==> config.mk <==
export PLATFORM = sky130hd
export DESIGN_NAME = kitt_fader
export DESIGN_NICKNAME = d
export VERILOG_FILES = /design/src/rtl/kitt_pkg.sv /design/src/rtl/kitt_fader_chan.sv /design/src/rtl/kitt_fader.sv
export SDC_FILE = /design/constraint.sdc
export NUM_CORES = 1
export LEC_CHECK = 0
export CAP_MARGIN = 15
export CORE_ASPECT_RATIO = 0.5
export CORE_MARGIN = 10
export CORE_UTILIZATION = 60
export DETAILED_ROUTE_END_ITERATION = 10
export GPL_TIMING_DRIVEN = 1
export PLACE_DENSITY = 0.76
export SYNTH_ARGS = -nofsm -noshare
export SYNTH_HDL_FRONTEND = slang
export SYNTH_SLANG_ARGS = --single-unit
==> constraint.sdc <==
create_clock -name CLK -period 5.25 [get_ports CLK]
set_input_delay 0.7875 -clock CLK [delete_from_list [all_inputs] [get_ports CLK]]
set_output_delay 0.7875 -clock CLK [all_outputs]
set_load 0.02 [all_outputs]
==> src/rtl/kitt_pkg.sv <==
// kitt_pkg: constants and helpers shared by the KITT scanner and its afterglow fader.
package kitt_pkg;
    localparam int CLK_FREQ   = 12_000_000;
    localparam int LEVEL_BITS = 4;
    localparam int LEVEL_MAX  = 15;
    localparam int LED_COUNT  = 8;

    typedef logic [LEVEL_BITS-1:0] level_t;

    localparam level_t LVL_MAX = level_t'(LEVEL_MAX);

    // Saturating subtract so a fading LED parks at dark instead of wrapping to bright.
    function automatic level_t sat_sub(input level_t a, input level_t b);
        return (a > b) ? level_t'(a - b) : '0;
    endfunction
endpackage

==> src/rtl/kitt_fader_chan.sv <==
// kitt_fader_chan: one LED's brightness level (load/decay) and its registered PWM drive.
module kitt_fader_chan
    import kitt_pkg::*;
#(
    parameter int DECAY_STEP = 1
) (
    input  logic   clk,
    input  logic   rst_n,
    input  logic   fade_en,
    input  logic   pat,
    input  logic   decay_tick,
    input  level_t pwm_cnt,
    output logic   led
);
    localparam level_t STEP = level_t'(DECAY_STEP);

    level_t level;
    level_t level_nxt;
    logic   led_nxt;

    // A scanner hit reloads full brightness even on a decay tick.
    always_comb begin
        level_nxt = pat ? LVL_MAX : decay_tick ? sat_sub(level, STEP) : level;
        led_nxt   = fade_en ? (level == LVL_MAX || level > pwm_cnt) : pat;
    end

    always_ff @(posedge clk) begin
        if (!rst_n) begin
            level <= '0;
            led   <= 1'b0;
        end else begin
            level <= level_nxt;
            led   <= led_nxt;
        end
    end
endmodule

==> src/rtl/kitt_fader.sv <==
// kitt_fader: afterglow fader for an 8-LED scanner; shared decay/PWM timebase plus one channel per LED.
module kitt_fader
    import kitt_pkg::*;
#(
    parameter int CLK_FREQ     = kitt_pkg::CLK_FREQ,
    parameter int DECAY_MS     = 25,
    parameter int DECAY_CYCLES = (CLK_FREQ / 1000) * DECAY_MS,
    parameter int PWM_PRESCALE = 64,
    parameter int DECAY_STEP   = 1
) (
    input  logic                 CLK,
    input  logic                 RST_N,
    input  logic                 FADE_EN,
    input  logic [LED_COUNT-1:0] PAT_IN,
    output logic [LED_COUNT-1:0] LED_OUT
);
    localparam int DW = (DECAY_CYCLES > 1) ? $clog2(DECAY_CYCLES) : 1;
    localparam int PW = (PWM_PRESCALE > 1) ? $clog2(PWM_PRESCALE) : 1;

    logic [DW-1:0] decay_cnt;
    logic [PW-1:0] pre;
    level_t        pwm_cnt;
    logic          decay_tick;
    logic          pwm_tick;

    assign decay_tick = decay_cnt == DW'(DECAY_CYCLES - 1);
    assign pwm_tick   = pre == PW'(PWM_PRESCALE - 1);

    // pwm_cnt wraps 15->0 by natural overflow of its 4-bit width.
    always_ff @(posedge CLK) begin
        if (!RST_N) begin
            decay_cnt <= '0;
            pre       <= '0;
            pwm_cnt   <= '0;
        end else begin
            decay_cnt <= decay_tick ? '0 : decay_cnt + 1'b1;
            pre       <= pwm_tick ? '0 : pre + 1'b1;
            pwm_cnt   <= pwm_tick ? pwm_cnt + 1'b1 : pwm_cnt;
        end
    end

    for (genvar i = 0; i < LED_COUNT; i++) begin : g_chan
        kitt_fader_chan #(
            .DECAY_STEP(DECAY_STEP)
        ) u_chan (
            .clk       (CLK),
            .rst_n     (RST_N),
            .fade_en   (FADE_EN),
            .pat       (PAT_IN[i]),
            .decay_tick(decay_tick),
            .pwm_cnt   (pwm_cnt),
            .led       (LED_OUT[i])
        );
    end
endmodule

=== Word-level counts from Yosys, hierarchy flattened ===
Cells that the tools add are included.

* Multipliers: 0
* Div/mod/pow operators: 0
* Equal/unequal tests: 10
* Multiplexer cells: 32
* Reductions and logical operators: 18
* Add/subtract/negate cells: 11
* $lt $le $gt $ge: 16
* Shift-type cells: 0
* Bitwise gates (word level): 1

{| class="wikitable"
|+ Operators with widths
! operator !! count
|-
| 4-bit two-way mux || 24
|-
| 4-bit equality test, second input constant || 8
|-
| 4-bit by 1-bit > comparator with 1-bit output, second input constant || 8
|-
| 4-bit > comparator || 8
|-
| 4-bit by 1-bit subtractor with 4-bit output, second input constant || 8
|-
| 19-bit by 1-bit adder with 19-bit output, second input constant || 1
|-
| 19-bit equality test, second input constant || 1
|-
| 2-bit nonzero test || 8
|-
| 1-bit logical OR || 8
|-
| 1-bit two-way mux || 8
|-
| 6-bit by 1-bit adder with 6-bit output, second input constant || 1
|-
| 6-bit equality test, second input constant || 1
|-
| 4-bit by 1-bit adder with 4-bit output, second input constant || 1
|-
| 2-bit OR reduction || 2
|-
| 1-bit NOT || 1
|}

* Latch bits: 0
* Output and inout port bits: 8
* RAM bits: 0
* Register bits: 69
* Bits of input ports: 11
* ROM bits: 0
* Word-level logic and storage cells: 107
* Memories: 0

=== Logic depth before layout (Yosys ltp) ===
* Depth in word-level cells: 4
* Depth in mapped cells: 8
* Gate-level depth less buffers: 7

=== By module ===
A second synthesis with hierarchy kept.

* Cells, all modules: 483
* Area total of the unflattened synthesis: 4314.1 um2

{| class="wikitable"
|+ By module, submodules not included
! module !! area each (um2) !! instances !! cells an instance !! sequential area each (um2)
|-
| kitt_fader_chan || 377.9 || 8 || 43 || 100.1
|-
| kitt_fader || 1291.2 || 1 || 139 || 580.6
|}

=== Least setup slack after synthesis ===
No wires, ideal clock.

* Path kind: reg2reg
* Start point: register decay_cnt[0]
* End point: register g_chan[4].u_chan.level[3]
* Setup time: 0.122 ns
* Data required time: 5.128 ns
* Cell stages (with the launch flop): 8
* Arrival: 1.865 ns
* Path buffers: 1
* Slack: 3.263 ns
* Period minus slack after synthesis: 1.987 ns
* Path through: dfxtp_1 -> ha_1 -> and2_2 -> nand2_1 -> or4_4 -> buf_6 -> or3_1 -> o311a_1

* Longest elaborated chain between the ends: 2

{| class="wikitable"
|+ Ends and longest elaborated chain
! element !! RTL line !! text
|-
| from (decl) || kitt_fader.sv:20 || <nowiki>logic [DW-1:0] decay_cnt;</nowiki>
|-
| from (signal assigned) || kitt_fader.sv:36 || <nowiki>decay_cnt <= decay_tick ? '0 : decay_cnt + 1'b1;</nowiki>
|-
| 19-bit equality test || kitt_fader.sv:26 || <nowiki>assign decay_tick = decay_cnt == DW'(DECAY_CYCLES - 1);</nowiki>
|-
| 2-bit nonzero test (no line) || - ||
|-
| to (signal assigned) || kitt_fader_chan.sv:32 || <nowiki>level <= level_nxt;</nowiki>
|-
| to (decl) || kitt_fader_chan.sv:17 || <nowiki>level_t level;</nowiki>
|}

No other way between the ends.
A chain may end at the register's enable or synchronous reset.

=== Worst setup path in the final report ===
* Start point: register decay_cnt[0]
* End point: register g_chan[0].u_chan.level[1]

* Longest elaborated chain between the ends: 2

{| class="wikitable"
|+ Ends and longest elaborated chain
! element !! RTL line
|-
| 19-bit equality test || kitt_fader.sv:26
|-
| 2-bit nonzero test (no line) || -
|-
| to (signal assigned) || kitt_fader_chan.sv:32
|-
| to (decl) || kitt_fader_chan.sv:17
|}

No other way between the ends.

==> results.md <==
Clocking:
- The tree is rooted in a sky130_fd_sc_hd__clkbuf_16.
- The clock sink total is just under 70.
- The clock slew seen by the registers of the worst setup and hold paths is around 0.05 ns.
- No sink is reached through more buffers than the 2 on the longest clock path.
- The post-cts repair resize count is 0.
- The TritonCTS clock tree is built.
- The H-tree generated during clock tree synthesis spans 3 levels.
- The number of hold-repair buffers added at the cts stage is 0.
- The clock latency reported for the late side of the worst-skew pair is between 0.3 and 0.4 ns.
- Buffers added to address setup during post-CTS repair amount to 0.
- The number of clock buffers added by TritonCTS is 9.

Power:
- The peak supply drop is ~180 µV.
- Overall power consumption after layout is estimated at roughly 1.4 mW.
- The power density over the cells is 294.7 nW/µm².
- The leakage power is 1.864 nW.

STA:
- The setup violation total in the final timing report is 0.
- The time the worst path needs with I/O delays and setup is 2.261 ns.
- The final hold violation count is 0.
- Static timing analysis puts the maximum clock frequency at 442.4 MHz.
- The max-slew violation count was 0.
- The ratio of final minimum period to clock period is 0.4306.
- Setup repair after global routing left no endpoint under its margin.
- The slew at the pin closest to its max-slew limit is 0.9999 ns.
- In this run the tightest slew margin relative to its limit is 0.3334.
- The final clock skew is between 0.006 and 0.007 ns.
- Setup total negative slack on the finished layout was measured at 0 ns.

Detailed routing:
- The final routed DRC violation total is 0.
- The final routed wirelength across all metal layers is 8181 µm.
- The detailed-router iteration count before antenna repair is 4.
- The initial DRC count is approximately 160.
- The routed via count divided by cell count is 5.917.
- After detailed routing, the average wire length per cell comes to ~14 µm.
- In this run the remaining antenna-violating nets after routing total 0.
- The number of vias in the routed layout is between 3000 and 4000.

Synth:
- The synthesized netlist occupies a cell area of 4248 µm².
- For this run, the register share of the synthesized area comes to 0.3252.
- The share of synthesized flip-flops with an asynchronous set or reset is 0.
- The number of distinct standard cells referenced by the synthesized netlist is 38.
- Of the post-synthesis cell area, the dominant cell type holds 0.3252.
- The number of nets in the synthesized netlist is 550.
- Yosys instantiated no cell more often than sky130_fd_sc_hd__dfxtp_1.
- Sorting the synthesized cells by how often they occur yields sky130_fd_sc_hd__dfxtp_1, sky130_fd_sc_hd__ha_1, sky130_fd_sc_hd__nor2_1.
- The synthesized instance count is 480.
- Yosys attributes the largest share of cell area to sky130_fd_sc_hd__dfxtp_1, sky130_fd_sc_hd__ha_1, sky130_fd_sc_hd__o311a_1.
- The primary flip-flop cell chosen by synthesis mapping is sky130_fd_sc_hd__dfxtp_1.
- Synthesis inferred just under 70 register bits.
- The cell taking the most area after synthesis is sky130_fd_sc_hd__dfxtp_1.
- The number of enable flip-flop cells after synthesis is 0.
- Yosys printed 0 warnings.
- The average cell area after synthesis is just under 9 µm².

Hold path:
- The cell depth of the worst hold path is 1.
- The type of the most critical hold path is flip-flop to flip-flop.
- The worst hold path endpoint is decay_cnt[0].
- The startpoint identified for the worst hold timing path is decay_cnt[0].

Layout:
- In the final layout, flip-flops and latches occupy about 1400 µm².
- The layout net count is ~550.
- The number of inserted filler cells in the final layout is 557.
- 0 antenna diodes ended up in the layout.
- Of the cells placed in the final design, the portion with a size suffix greater than 1 is 0.05144.
- The area occupied by multi-input gates is 2628 µm².
- Relative to the synthesized area, the layout overhead comes to 10.43%.

Job:
- Max-cap violations in this run came to 0.

Placed design:
- At the end of routability-driven placement, the weighted congestion stood at about 0.82.
- The port buffer count is 18.
- The detailed-placement wirelength estimate is ~5400 µm.

Critical path:
- The launching element of the worst setup path is decay_cnt[0].
- The origin of the critical flop-to-flop path is decay_cnt[0].
- The data arrival at the endpoint of the critical path is roughly 2.5 ns.
- STA puts the critical path data required time at 5.47 ns.
- The worst setup path is launched from a flip-flop.
- The class of the most critical setup path is flip-flop to flip-flop.
- The critical path goes through ha_1 > and2_2 > nand2_1 > or4_4 > or3_1 > o311a_1.
- Of all nets on the critical path, the largest fanout is 38.
- STA classifies the critical path endpoint as a flip-flop.
- The cell family with the largest share of critical-path delay is simple AND/OR/NAND/NOR gates.
- The largest stage delay on the critical path is ~0.75 ns.
- The number of buffers and inverters on the critical path is 0.
- The reg2reg setup slack is roughly 3.0 ns.
- The slowest cell on the critical path is sky130_fd_sc_hd__or4_4.
- The depth of the most critical reg-to-reg path is 6.
- The endpoint of the worst register-to-register path is g_chan[0].u_chan.level[1].

Die:
- The boundary pin count is 19.
- The cell row count is 21.
- The die outline width is 139.0 µm.
- The placeable core area is around 6800 µm².
- Measured along the y axis, the die boundary spans 79.50 µm.
- The total die area is approximately 11000 µm².
- The effective utilization at floorplan is 0.6266.

GRT:
- The pin count of the biggest net entering global routing is 62.
- The total overflow left after global routing is 0.
- The overall global routing resource usage is 0.1504.
- The initial antenna violation count came to 0.
- The wire length of the first global-routing pass is between 10000 and 15000 µm.
- The via count of the first global-routing pass is ~3200.

Run status:
- The flow ran to the end, and the final reports show no timing, DRC or antenna violations.
[stage by stage]
step	instances	area, µm²	worst slack (ns)	hold slack, ns	util
2_1_floorplan	480	4248	3.263	0.4175	-
3_3_place_gp	562	4378	2.857	0.4259	0.6458
3_5_place_dp	562	4378	2.785	0.4377	0.6458
4_1_cts	578	4691	2.956	0.4502	0.6920
5_1_grt	578	4691	2.813	0.4751	0.6920
6_report	578	4691	2.989	0.4545	0.6920
[power by group]
group          internal, mW  switching (mW)
clock network         0.405           0.215
logic                0.0871          0.0883
registers             0.553          0.0331
[layout make-up]
type	count	area share
Multi-Input combinational cell	363	0.5601
Sequential cell	69	0.2945
Clock buffer	13	0.05762
Timing Repair Buffer	19	0.03894
Tap cell	92	0.02454
Inverter	19	0.01520
Clock inverter	3	0.009069
[placed cells by master (no fill, tap or decap), types with 7 or more instances in the layout]
cell type                         count
sky130_fd_sc_hd__and2_1               8
sky130_fd_sc_hd__nand2_1             21
sky130_fd_sc_hd__or3_1               16
sky130_fd_sc_hd__o21a_1              16
sky130_fd_sc_hd__o21ai_1              7
sky130_fd_sc_hd__clkbuf_16            9
sky130_fd_sc_hd__xnor2_1             15
sky130_fd_sc_hd__o21ai_0             17
sky130_fd_sc_hd__nor2b_1             11
sky130_fd_sc_hd__nand3_1             15
sky130_fd_sc_hd__nand4_1             16
sky130_fd_sc_hd__inv_1               19
sky130_fd_sc_hd__a31oi_1              8
sky130_fd_sc_hd__nor2_1              55
sky130_fd_sc_hd__ha_1                59
sky130_fd_sc_hd__nor3_1              20
sky130_fd_sc_hd__clkdlybuf4s50_1     17
sky130_fd_sc_hd__and3_1              10
sky130_fd_sc_hd__dfxtp_1             69
sky130_fd_sc_hd__xor2_1               8
sky130_fd_sc_hd__o311a_1             24
[sequential cells by signal, summed over array words and instances, names as in the netlist]
| name | flops |
|---|---|
| pwm_cnt | 4 |
| g_chan.u_chan.led | 8 |
| g_chan.u_chan.level | 32 |
| decay_cnt | 19 |
| pre | 6 |
[metal layers]
layer | part of all wire | vias up | global-route usage | routed length, µm
met5 | 0 | - | 0 | 0
met4 | 0.012 | 0 | 0.05383 | 98
met3 | 0.054 | 11 | 0.04572 | 443
met2 | 0.45 | 50 | 0.2615 | 3700
met1 | 0.48 | 1605 | 0.1738 | 3939
li1 | - | 1754 | - | -
[worst max-delay path by stage]
stage | to | slack (ns) | cells after the start
after floorplan | g_chan[4].u_chan.level[3] | 3.26 | 7
after global placement | decay_cnt[12] | 2.86 | 3
after detailed placement | decay_cnt[7] | 2.79 | 3
after CTS | decay_cnt[7] | 2.96 | 6
after global routing | decay_cnt[7] | 2.81 | 6
final | g_chan[0].u_chan.level[1] | 2.99 | 6
[cells by family after synthesis]
family          Yosys count  synth area share
mux                       5           0.01325
compound gates           92            0.1629
simple gates            184            0.2197
buf+inv                  48           0.05773
flops                    69            0.3252
fa+ha+maj                59            0.1738
xor+xnor                 23           0.04742
No activity file was read; power rests on OpenSTA's default activity.
